File: config.mk
export PLATFORM = sky130hd
export DESIGN_NAME = mix_columns_seq
export DESIGN_NICKNAME = d
export VERILOG_FILES = /design/src/rtl/aes_pkg.sv /design/src/rtl/mix_col_word.sv /design/src/rtl/mix_columns_seq.sv
export SDC_FILE = /design/constraint.sdc
export NUM_CORES = 1
export LEC_CHECK = 0
export CAP_MARGIN = 20
export CORE_MARGIN = 4
export CORE_UTILIZATION = 56
export CTS_CLUSTER_DIAMETER = 30
export DETAILED_ROUTE_END_ITERATION = 6
export MAX_ROUTING_LAYER = met4
export PLACE_DENSITY = 0.89
export SLEW_MARGIN = 10
export SYNTH_ARGS = -nofsm -noshare
export SYNTH_HDL_FRONTEND = slang
export SYNTH_SLANG_ARGS = --single-unit
File: constraint.sdc
create_clock -name clk -period 12.4 [get_ports clk]
set_input_delay 1.86 -clock clk [delete_from_list [all_inputs] [get_ports clk]]
set_output_delay 1.86 -clock clk [all_outputs]
set_load 0.05 [all_outputs]
File: src/rtl/aes_pkg.sv
// Shared AES types, FSM encoding and GF(2^8) helpers for the MixColumns stage.
// The coefficient vectors pack four 4-bit multipliers, row-0 coefficient in the MSB nibble.
package aes_pkg;

  typedef logic [127:0] state_t;
  typedef logic [31:0]  col_t;
  typedef logic [15:0]  coef_set_t;

  typedef enum logic [1:0] {
    IDLE = 2'd0,
    BUSY = 2'd1,
    DONE = 2'd2
  } mix_state_e;

  localparam logic [7:0] AES_POLY = 8'h1B;
  localparam coef_set_t  MIX_FWD  = {4'd2, 4'd3, 4'd1, 4'd1};
  localparam coef_set_t  MIX_INV  = {4'd14, 4'd11, 4'd13, 4'd9};

  function automatic logic [7:0] xtime(input logic [7:0] a);
    return {a[6:0], 1'b0} ^ (a[7] ? AES_POLY : 8'h00);
  endfunction

  // Multiply by a constant below 16: XOR of the selected a*2^i terms.
  function automatic logic [7:0] gf_mul4(input logic [7:0] a, input logic [3:0] k);
    logic [7:0] x2;
    logic [7:0] x4;
    logic [7:0] x8;
    x2 = xtime(a);
    x4 = xtime(x2);
    x8 = xtime(x4);
    return ({8{k[0]}} & a) ^ ({8{k[1]}} & x2) ^ ({8{k[2]}} & x4) ^ ({8{k[3]}} & x8);
  endfunction

endpackage

File: src/rtl/mix_col_word.sv
// Combinational MixColumns on one 32-bit column: 16 constant multipliers plus an XOR tree.
// Row r uses coefficient k on byte (r+k) mod 4, so one coefficient set covers the circulant matrix.
module mix_col_word
  import aes_pkg::*;
(
  input  col_t      col_i,
  input  coef_set_t coef_i,
  output col_t      col_o
);

  logic [7:0] a    [4];
  logic [7:0] prod [4][4];

  for (genvar r = 0; r < 4; r++) begin : g_row
    assign a[r] = col_i[31-8*r -: 8];

    for (genvar k = 0; k < 4; k++) begin : g_term
      assign prod[r][k] = gf_mul4(a[(r+k)%4], coef_i[15-4*k -: 4]);
    end

    assign col_o[31-8*r -: 8] = prod[r][0] ^ prod[r][1] ^ prod[r][2] ^ prod[r][3];
  end

endmodule

File: src/rtl/mix_columns_seq.sv
// Sequential AES MixColumns: accepts a state, mixes one column per cycle, then holds the result.
// Optional macro INV_MIX_COLUMNS_EN adds i_inverse and switches the coefficient set per state.
module mix_columns_seq
  import aes_pkg::*;
#(
  parameter int NCOL = 4
) (
  input  logic         clk,
  input  logic         rst,
  input  logic         i_valid,
  output logic         o_ready,
  input  logic [127:0] i_data,
`ifdef INV_MIX_COLUMNS_EN
  input  logic         i_inverse,
`endif
  output logic         o_valid,
  input  logic         i_ready,
  output logic [127:0] o_data
);

  localparam int CW = (NCOL > 1) ? $clog2(NCOL) : 1;

  mix_state_e    state_q, state_d;
  logic [CW-1:0] col_q, col_d;
  state_t        work_q, work_d;
  state_t        out_q, out_d;
  col_t          col_word;
  col_t          mix_word;
  coef_set_t     coef_set;

`ifdef INV_MIX_COLUMNS_EN
  logic inv_q, inv_d;
  assign coef_set = inv_q ? MIX_INV : MIX_FWD;
`else
  assign coef_set = MIX_FWD;
`endif

  always_comb begin
    col_word = '0;
    for (int c = 0; c < NCOL; c++) begin
      if (col_q == CW'(c)) col_word = work_q[127-32*c -: 32];
    end
  end

  mix_col_word u_mix (
    .col_i  (col_word),
    .coef_i (coef_set),
    .col_o  (mix_word)
  );

  always_comb begin
    state_d = state_q;
    col_d   = col_q;
    work_d  = work_q;
    out_d   = out_q;
`ifdef INV_MIX_COLUMNS_EN
    inv_d   = inv_q;
`endif
    case (state_q)
      IDLE: begin
        if (i_valid) begin
          work_d  = i_data;
`ifdef INV_MIX_COLUMNS_EN
          inv_d   = i_inverse;
`endif
          col_d   = '0;
          state_d = BUSY;
        end
      end
      BUSY: begin
        for (int c = 0; c < NCOL; c++) begin
          if (col_q == CW'(c)) out_d[127-32*c -: 32] = mix_word;
        end
        if (col_q == CW'(NCOL-1)) begin
          col_d   = '0;
          state_d = DONE;
        end else begin
          col_d = col_q + CW'(1);
        end
      end
      DONE: begin
        if (i_ready) state_d = IDLE;
      end
      default: state_d = IDLE;
    endcase
  end

  // Reset clears the whole datapath so o_data reads zero immediately, even mid-state.
  always_ff @(posedge clk or posedge rst) begin
    if (rst) begin
      state_q <= IDLE;
      col_q   <= '0;
      work_q  <= '0;
      out_q   <= '0;
`ifdef INV_MIX_COLUMNS_EN
      inv_q   <= 1'b0;
`endif
    end else begin
      state_q <= state_d;
      col_q   <= col_d;
      work_q  <= work_d;
      out_q   <= out_d;
`ifdef INV_MIX_COLUMNS_EN
      inv_q   <= inv_d;
`endif
    end
  end

  assign o_ready = (state_q == IDLE);
  assign o_valid = (state_q == DONE);
  assign o_data  = out_q;

endmodule

==> results.md, run 1 <==
- The total area inside the core boundary comes to between 20000 and 25000 um2.
- Of the post-synthesis cell area, the dominant cell type holds 0.516.
- Post-CTS repair changed the size of 0 cells.
- Once detail routing completed, the nets flagged for antenna violations numbered 0.
- For the worst setup path, the data required time is 12.93 ns.
- The setup total negative slack is 0 ns.
- The post-detailed-route wirelength per cell is approximately 23 um.
- The net total in the final layout is around 1500.
- Subtracting the final worst setup slack from the clock period gives between 4 and 5 ns.
- The largest net degree at the start of global routing is approximately 130.
- Of all flip-flops after synthesis, the portion carrying an async set or reset was 1.00.
- The count of buffers added on input and output ports is approximately 260.
- The layout cell share with drive strength beyond 1 is 0.177.
- The clock latency on the worst-skew pair is approximately 0.52 ns.
- The TritonCTS buffer count is 45.
- The number of warnings issued by yosys is 0.
- The top fanout value on the critical path is between 100 and 150.
- The number of setup buffers added after CTS is 0.
- Fill cells in the final layout number between 1000 and 1500.
- The area of combinational cells with multiple inputs is 5760 um2.
- In this run the worst hold path is classified as reg -> reg.
- The arrival time of data at the critical path endpoint is about 4.7 ns.
- The most used flip-flop cell after synthesis is dfrtp_1.
- The total overflow left after global routing is 0.
- The startpoint of the worst-slack reg-to-reg timing path is col_q[0].
- The final max-slew violation count is 0.
- The final number of setup-violating endpoints is 0.
- Summing all flip-flop and latch instances after layout gives between 6000 and 7000 um2.
- After clock tree synthesis, the flow added hold-fix buffers numbering 0.
- The final hold violation count was 0.
- Across all layers, the routed design uses roughly 11000 vias.
- Counting every sink on the clock net gives 260.
- After detailed routing, the total wire length is about 40000 um.
- The largest single stage delay on the critical path is 0.88 ns.
- The number of cells produced by synthesis is about 1100.
- The global-route wire length before repair is ~60000 um.
- The remaining routing DRC violations is 0.
- For this block, the initial DRC count from the detailed router was ~1000.
- The kind of cell adding the most delay to the critical path is buffers and inverters.
- The slowest stage of the critical path is the buf_4 cell.
- In this run the most critical hold path is launched from o_data[33].
- The worst-case hold path end point is o_data[33].
- The half-perimeter wire length after placement is 27100 um.
- Before antenna repair, the detailed router went through 5 iterations.
- The most prevalent standard cell on the critical path is buf_4.
- In the global route stage, overall resource usage came out at 0.318.
- Counting instances, the worst hold path has a depth of 2.
- The number of nets handed over by synthesis was about 1300.
- The per-cell via count in the routed design is 6.16.
- Across the routed clock network, the largest skew measured is roughly 0.019 ns.
- The timing-limited maximum frequency is roughly 0.24 GHz.
- The post-synthesis to final-layout area growth is 34.8%.
- The slew at the pin with the worst max-slew slack is 0.962 ns.
- The floorplan has between 50 and 60 rows.
- Setup repair after global routing left no endpoint under its margin.
- The H-tree was split into 2 levels.
- Measured along the y axis, the die boundary spans between 150 and 200 um.
- Sorting the synthesized cells by area gives the leading types as dfrtp_1 52%, mux2_2 11%, nand2_1 6.0%.
- Each instance of the synthesized netlist takes up on average 11.0 um2.
- The number of antenna violations at the first check in global routing is 0.
- approximately 260 I/O pins were placed.
- Of the available clock period, the critical path in the final layout requires 0.334.
- The congestion estimate from routability-driven global placement came to around 1.0.
- The clock edge transition at the registers on the reported setup and hold paths is approximately 0.060 ns.
- The sequential area share after synthesis is 0.516.
- The via count of the first global-routing pass is around 11000.
- The end of the worst register-to-register path is o_data[115].
- The maximum count of clock buffers along a single path is 3.
- TritonCTS built the clock tree.
- For this configuration, the core starts out at a cell density of 0.574.
- The count of flip-flops with a built-in enable after synthesis is 0.
- The nature of the critical path endpoint is an asynchronous set/reset pin.
- The post-synthesis cell type count is 46.
- The leading cell type by number of instances after synthesis is dfrtp_1.
- The synthesized design contains 260 register bits.
- By count the netlist is led by 260 x dfrtp_1, 201 x nand2_1, 120 x mux2_2.
- The flow ran to the end, and the final reports show no timing, DRC or antenna violations.
- In this run the horizontal extent of the chip is around 160 um.
- The register-to-register path setup slack is 8.80 ns.
- Walking the worst path, the cells encountered are clkdlybuf4s50_1, inv_8, buf_4, buf_4.
- In this run the tightest slew margin relative to its limit is 0.359.
- After synthesis the cells add up to between 10000 and 15000 um2.
- The logic depth of the worst register-to-register path is 9.
- The critical path buffer and inverter count is 4.
- The repair_antennas step left the layout with diodes totalling 0.
- The sort of element at the start of the critical path is an input port.
- The tree is rooted in a clkbuf_16.
- The post-synthesis cell type with the largest combined area is dfrtp_1.
- The area of the die is approximately 25000 um2.
- Max-cap violations in this run came to 0.
- The setup path with the least slack is of type in -> async.
## how the worst max path moves through the flow
| stage | start | end | slack [ns] | cells past startpoint |
|---|---|---|---|---|
| after floorplan | rst | col_q[0] | 3.38 | 1 |
| after global placement | rst | work_q[37] | 7.64 | 4 |
| after detailed placement | rst | work_q[80] | 7.54 | 4 |
| after CTS | rst | work_q[14] | 8.07 | 4 |
| after global routing | rst | work_q[13] | 7.79 | 4 |
| final | rst | work_q[5] | 8.26 | 4 |
## stage by stage
stage | std cells | worst slack [ns] | hold WS [ns] | cell area [um2] | util
finish | 1717 | 8.26 | 0.476 | 17000 | 0.774
global route | 1717 | 7.79 | 0.502 | 17000 | 0.774
detailed placement | 1629 | 7.54 | 0.468 | 15300 | 0.699
floorplan | 1148 | 3.38 | 0.464 | 12600 | -
global placement | 1629 | 7.64 | 0.462 | 15300 | 0.699
CTS | 1712 | 8.07 | 0.480 | 16900 | 0.770
## cells in the final DEF (no fill, tap or decap), types with 5 or more instances in the layout
cell type        instances
and3_1                  15
a21oi_1                 16
or3b_1                   6
o31ai_1                 48
o21a_1                  16
or3_1                    8
clkbuf_16               47
a22oi_1                  5
clkinvlp_4               5
nor2b_1                 18
a211oi_2                17
xnor3_1                 19
inv_1                   11
o211ai_1                19
o211a_1                 24
nand2_1                197
nor2_1                  30
clkdlybuf4s50_1        261
clkinv_2                 6
clkbuf_8                 5
xnor2_1                 10
clkbuf_1                 7
clkinv_4                 5
nand3b_1                15
mux2_2                 120
o21ai_1                 35
a211oi_1                32
buf_4                    8
bufinv_16                5
o21ai_0                 90
o211a_2                  5
dfrtp_1                260
buf_12                   5
nand3_1                 18
## routing by layer
metal	track usage	vias to the layer above	part of all wire
met5	-	-	0
met4	0.121	0	0.037
met3	0.0416	102	0.073
met2	0.512	551	0.49
met1	0.418	5249	0.40
li1	-	4673	-
## cell families (layout without fill, tap and decap cells)
group           count (synthesis)  after routing  synth area share
compound gates                327            327             0.183
simple gates                  321            321             0.114
flops                         260            260             0.516
mux                           121            121             0.108
buf+inv                        81            370            0.0294
xor+xnor                       34             34            0.0455
fa+ha+maj                       4              4           0.00397
## tightest hold or removal path: stages (launching register included)
cell     delay, ns
dfrtp_1       0.34
nand2_1       0.05
o31ai_1       0.05
## final cells by class
cell class / count / area share
Clock buffer: 59 / 0.0748
Timing Repair Buffer: 274 / 0.163
Sequential cell: 260 / 0.383
Tap cell: 280 / 0.0206
Multi-Input combinational cell: 807 / 0.339
Inverter: 13 / 0.00331
Clock inverter: 24 / 0.0171
## state kept, by name, indices dropped and copies added, names as in the netlist
name and flops:
o_data 128, work_q 128, col_q 2, state_q 2
Power of run 1 is not shown: default switching activity piles up to over one toggle a cycle in this logic, so the estimate is an artifact.
==> run 2, diff against run 1 <==
CORE_UTILIZATION = 52   (was 56)
PLACE_DENSITY = 0.84   (was 0.89)
clock period = 4.19 ns   (was 12.4 ns; I/O delays follow)
==> results.md, run 2 (synthesis gave the netlist of run 1 again) <==
- The type of the setup path with the least slack is reg -> reg.
- The final weighted congestion in routability-driven placement is 1.02 (+1.7%).
- The largest net degree at the start of global routing is 80 (-37%).
- Clock tree synthesis selected as its root buffer the cell clkbuf_16.
- The H-tree depth is 2 (unchanged).
- The max-cap violation count is 0 (unchanged).
- The TritonCTS clock tree is built.
- The per-cell via count in the routed design is 5.88 (-4.5%).
- The share of the core filled with cells in the final layout is 0.725 (-0.0494).
- The uppermost layer routed is met4.
- The maximum count of clock buffers along a single path is 3 (unchanged).
- The top fanout value on the critical path is 24 (-81%).
- The number of nets with antenna violations after routing is 0 (unchanged).
- The total number of vias was 10400 (-1.8%).
- The worst min-delay path class is in -> async.
- The antenna diode instance count is 0 (unchanged).
- The layout cell share with drive strength beyond 1 was 0.185 (+0.00858).
- The TritonCTS buffer count came to 47 (+4.4%).
- The die height was 164 um (+3.6%).
- The register-to-register path setup slack is 0.68 ns (-8.12 ns).
- The library cell used most frequently in the layout, excluding fill and tap cells, is clkdlybuf4s50_1.
- The aggregate global routing overflow is 0 (unchanged).
- The initial cell density of the core is 0.533 (-0.0418).
- The area of the die is 26800 um2 (+7.3%).
- The remaining routing DRC violations is 0 (unchanged).
- The delay of the slowest critical-path stage came to 0.61 ns (-0.27 ns).
- The number of antenna violations at the first check in global routing is 0 (unchanged).
- The via count of the first global-routing pass was 10600 (-2.0%).
- The length of the first detailed-routing pass in iterations is 5 (unchanged).
- The final max-slew violation count is 0 (unchanged).
- The post-route minimum period is between 3 and 4 ns.
- The routed length on met3 is 2540 um (-11%).
- The slew at the pin with the worst max-slew slack is 0.832 ns (-0.130 ns).
- The relative slew slack is 0.442 (+0.0831).
- The met1 routed wirelength after detailed routing is 17100 um (+8.4%).
- The global-route wire length before repair is 61900 um (+3.6%).
- The data required time of the worst path is 4.57 ns (-8.36 ns).
- In the layout the commonest cells are 261 x clkdlybuf4s50_1, 260 x dfrtp_1, 197 x nand2_1.
- The clock edge transition at the registers on the reported setup and hold paths is 0.06 ns (about the same).
- The placed instance count came to 1677 (+2.9%).
- The die outline width is 164 um (+3.6%).
- The final hold violation count was 0 (unchanged).
- The timing-limited maximum frequency is between 0.2 and 0.3 GHz.
- The number of gates resized after CTS was 0 (unchanged).
- The global router's overall resource usage is 0.310 (-0.00804).
- The cell with the largest stage delay on the worst path is a211oi_2.
- The setup total negative slack is 0 ns (unchanged).
- The arrival time of data at the critical path endpoint is 3.89 ns (-0.78 ns).
- The post-synthesis to final-layout area growth is 36.1%.
- The worst setup path is launched from a flop.
- The number of DRC violations after detailed-routing iteration 0 is 917 (-11%).
- The run finished with clean final reports.
- The post-route clock skew came to 0.0113 ns (-0.00742 ns).
- The final number of setup-violating endpoints is 0 (unchanged).
- The floorplan row count is 56 (+3.7%).
- STA classifies the critical path endpoint as a flop.
- Of the available clock period, the critical path in the final layout requires 0.837.
- The number of post-CTS setup repair buffers is 0 (unchanged).
- The net total in the final layout came to 1544 (+0.46%).
- The number of clock sinks is 260 (unchanged).
- The placeable core area was 23700 um2 (+7.9%).
- The count of non-filler cells in the finished layout was 1765 (+2.8%).
- The critical path goes through inv_1, ha_1, buf_4, nor2b_1, o21ai_1, a211oi_2, a211oi_1, a211oi_1, o31ai_1.
- The startpoint of the worst-slack reg-to-reg timing path is col_q[0].
- The clock latency on the worst-skew pair came to 0.53 ns (about the same).
- Setup repair after global routing left no endpoint under its margin.
- The end of the worst register-to-register path is o_data[51].
- The met2 routed wirelength came to 19800 um (+3.6%).
- The total detailed-routing wirelength is 40500 um (+3.5%).
- The half-perimeter wire length after placement is 29800 um (+9.8%).
- The number of ports placed on the die boundary is 262 (unchanged).
- The post-detailed-route wirelength per cell is 23.0 um (+0.73%).
- The logic depth of the worst register-to-register path is 9 (unchanged).
- Counting stages on the worst path, the most repeated cell is a211oi_1.
- The worst hold slack is 0.462 ns (-0.0137 ns).
- The number of buffers inserted by hold repair at cts is 0 (unchanged).
- The count of buffers inserted at the top-level ports is 261 (unchanged).
## run 2: per-layer routing
layer	up-vias	track usage
met5	-	-
met4	0	0.0888
met3	83	0.0439
met2	466	0.502
met1	5140	0.415
li1	4691	-
## run 2: worst max path at each step
stage	from	end	cells after the start
detailed placement	col_q[0]	o_data[115]	9
global route	col_q[0]	o_data[115]	9
global placement	col_q[0]	o_data[55]	9
CTS	col_q[0]	o_data[115]	9
floorplan	rst	col_q[0]	1
finish	col_q[0]	o_data[51]	9
## run 2: layout make-up
type,count,area [um2]
Fill cell,1604,6520
Inverter,13,52.6
Tap cell,319,399
Multi-Input combinational cell,807,5760
Timing Repair Buffer,279,2810
Sequential cell,260,6510
Clock buffer,55,1290
Clock inverter,32,355
## run 2: through the flow
stage          worst slack, ns  area [um2]
4_1_cts                  0.767       17100
2_1_floorplan            0.134       12600
3_3_place_gp             0.915       15500
6_report                 0.682       17200
5_1_grt                  0.406       17200
3_5_place_dp             0.747       15500
## run 2: worst max-delay path, delay by kind of cell, from the launching register on
kind,cells,cell delay [ns]
DFF,1,0.43
AOI/OAI and AO/OA,5,1.59
adders and majority gates,1,0.60
buffers and inverters,2,0.50
and+or+nand+nor,1,0.22
Power of run 2 is left out for the same reason.
==> run 3, diff against run 2 <==
clock period = 3.5 ns   (was 4.19 ns; I/O delays follow)
==> results.md, run 3 (synthesis gave the netlist of run 1 again) <==
- The relative slew slack came to 0.381 (-0.0613).
- The tree is rooted in a clkbuf_16.
- The count of buffers inserted at the top-level ports is 261 (unchanged).
- The H-tree depth is 2 (unchanged).
- The antenna diode instance count is 0 (unchanged).
- The number of DRC violations after detailed-routing iteration 0 is 982 (+7.1%).
- The worst hold slack is 0.453 ns (-0.00913 ns).
- The number of clock sinks came to 260 (unchanged).
- The count of non-filler cells in the finished layout is 1772 (+0.40%).
- The floorplan row count is 56 (unchanged).
- The total detailed-routing wirelength is 39700 um (-2.0%).
- The top fanout value on the critical path was 51 (+110%).
- The number of ports placed on the die boundary is 262 (unchanged).
- STA classifies the critical path endpoint as a flop.
- The total number of vias is 10400 (+0.37%).
- The die outline width came to 164 um (unchanged).
- The post-route minimum period is 3.12 ns (-0.386 ns).
- The placeable core area is 23700 um2 (unchanged).
- The per-cell via count in the routed design is 5.88 (about the same).
- The worst setup path is launched from a flop.
- The clock latency on the worst-skew pair is 0.54 ns (about the same).
- The share of the clock period used by the worst path after layout is 0.892 (+0.0547).
- The length of the first detailed-routing pass in iterations is 5 (unchanged).
- The post-route clock skew came to 0.0241 ns (+0.0128 ns).
- The type of the setup path with the least slack is reg -> reg.
- The die height was 164 um (unchanged).
- The number of buffers inserted by hold repair at cts is 0 (unchanged).
- Compared with the post-synthesis result, the final layout area differs by 37.5%.
- The slew at the pin with the worst max-slew slack was 0.927 ns (+0.0950 ns).
- The half-perimeter wire length after placement was 29700 um (-0.34%).
- TritonCTS built the clock tree.
- The global router's overall resource usage was 0.305 (-0.00508).
- The post-detailed-route wirelength per cell is 22.4 um (-2.4%).
- The number of antenna violations at the first check in global routing was 0 (unchanged).
- Setup repair after global routing left no endpoint under its margin.
- The final number of setup-violating endpoints is 0 (unchanged).
- The via count of the first global-routing pass came to 10700 (+1.0%).
- The max-cap violation count is 0 (unchanged).
- The data required time of the worst path is 3.86 ns (-0.71 ns).
- Leaving out fill and tap cells, the most frequent cell in the layout is clkdlybuf4s50_1.
- The final weighted congestion in routability-driven placement is 0.959 (-6.2%).
- On the critical path, the stage with the largest delay is an instance of a211oi_1.
- The clock edge transition at the registers on the reported setup and hold paths came to 0.05 ns (about the same).
- The layout cell share with drive strength beyond 1 is 0.189 (+0.00324).
- The largest net degree at the start of global routing is 123 (+54%).
- The number of gates resized after CTS came to 0 (unchanged).
- The timing-limited maximum frequency came to 0.320 GHz (+12%).
- The final hold violation count came to 0 (unchanged).
- The final max-slew violation count came to 0 (unchanged).
- The maximum count of clock buffers along a single path was 3 (unchanged).
- The number of nets with antenna violations after routing is 0 (unchanged).
- The net total in the final layout is 1550 (+0.39%).
- Walking the worst path, the cells encountered are inv_1, ha_2, buf_12, o211ai_1, a211oi_1, o21ai_0, a211oi_2, o31ai_1.
- The initial cell density of the core is 0.533 (unchanged).
- The run finished with clean final reports.
- In the layout the commonest cells are 261 x clkdlybuf4s50_1, 260 x dfrtp_1, 197 x nand2_1.
- The placed instance count is 1682 (+0.30%).
- The delay of the slowest critical-path stage is 0.73 ns (+0.12 ns).
- The aggregate global routing overflow is 0 (unchanged).
- The remaining routing DRC violations is 0 (unchanged).
- The arrival time of data at the critical path endpoint came to 3.49 ns (-0.40 ns).
- The global-route wire length before repair was 61100 um (-1.3%).
- The number of post-CTS setup repair buffers is 0 (unchanged).
- The TritonCTS buffer count is 49 (+4.3%).
- The area of the die is 26800 um2 (unchanged).
- The tightest min-delay check is of the in -> async type.
[run 3: cell types whose count changed in the layout (fill, tap and decap cells not counted)]
cell / change
clkbuf_1: +1
buf_12: +3
buf_4: +1
clkbuf_8: +9
clkinv_4: -2
clkbuf_16: +2
clkinv_2: -2
inv_6: -4
clkinvlp_4: -1
[run 3: final timing paths]
| path | startpoint | endpoint | slack, ns | depth (start not counted) |
|---|---|---|---|---|
| setup / recovery | col_q[1] | o_data[11] | 0.38 | 8 |
| hold / removal | rst | o_data[84] | 0.45 | 3 |
| setup reg to reg | col_q[1] | o_data[11] | 0.38 | 8 |
| hold reg to reg | o_data[67] | o_data[67] | 0.47 | 2 |
| max in group asynchronous | rst | work_q[100] | 2.42 | 3 |
| min in group clk | o_data[67] | o_data[67] | 0.47 | 2 |
[run 3: metal layers]
layer | share of wire | vias to the layer above | global-route usage
li1 | - | 4699 | -
met1 | 0.42 | 5167 | 0.398
met2 | 0.48 | 468 | 0.481
met3 | 0.068 | 84 | 0.0540
met4 | 0.036 | 0 | 0.120
met5 | 0 | - | -
[run 3: worst max-delay path, delay by kind of cell, from the launching register on]
family | cells | cell delay [ns]
buffers and inverters | 2 | 0.34
adder cells (fa/ha/maj) | 1 | 0.36
flip-flops | 1 | 0.41
AO/OA/AOI/OAI | 5 | 1.82
[run 3: through the flow]
stage          utilization  setup slack [ns]  setup TNS (ns)  area [um2]
2_1_floorplan            -            -0.453         -117.67       12600
3_5_place_dp         0.658             0.492               0       15600
6_report             0.732             0.378               0       17300
4_1_cts              0.732             0.462               0       17300
5_1_grt              0.732             0.101               0       17300
3_3_place_gp         0.658             0.577               0       15600
[run 3: area by class of cell]
class / instances / area [um2]
fill: 1607 / 6340
timing repair buffer: 283 / 2880
sequential: 260 / 6510
clock buffer: 67 / 1470
tap: 319 / 399
multi-input combinational: 807 / 5760
inverter: 13 / 52.6
clock inverter: 23 / 285
Power of run 3 is left out for the same reason.
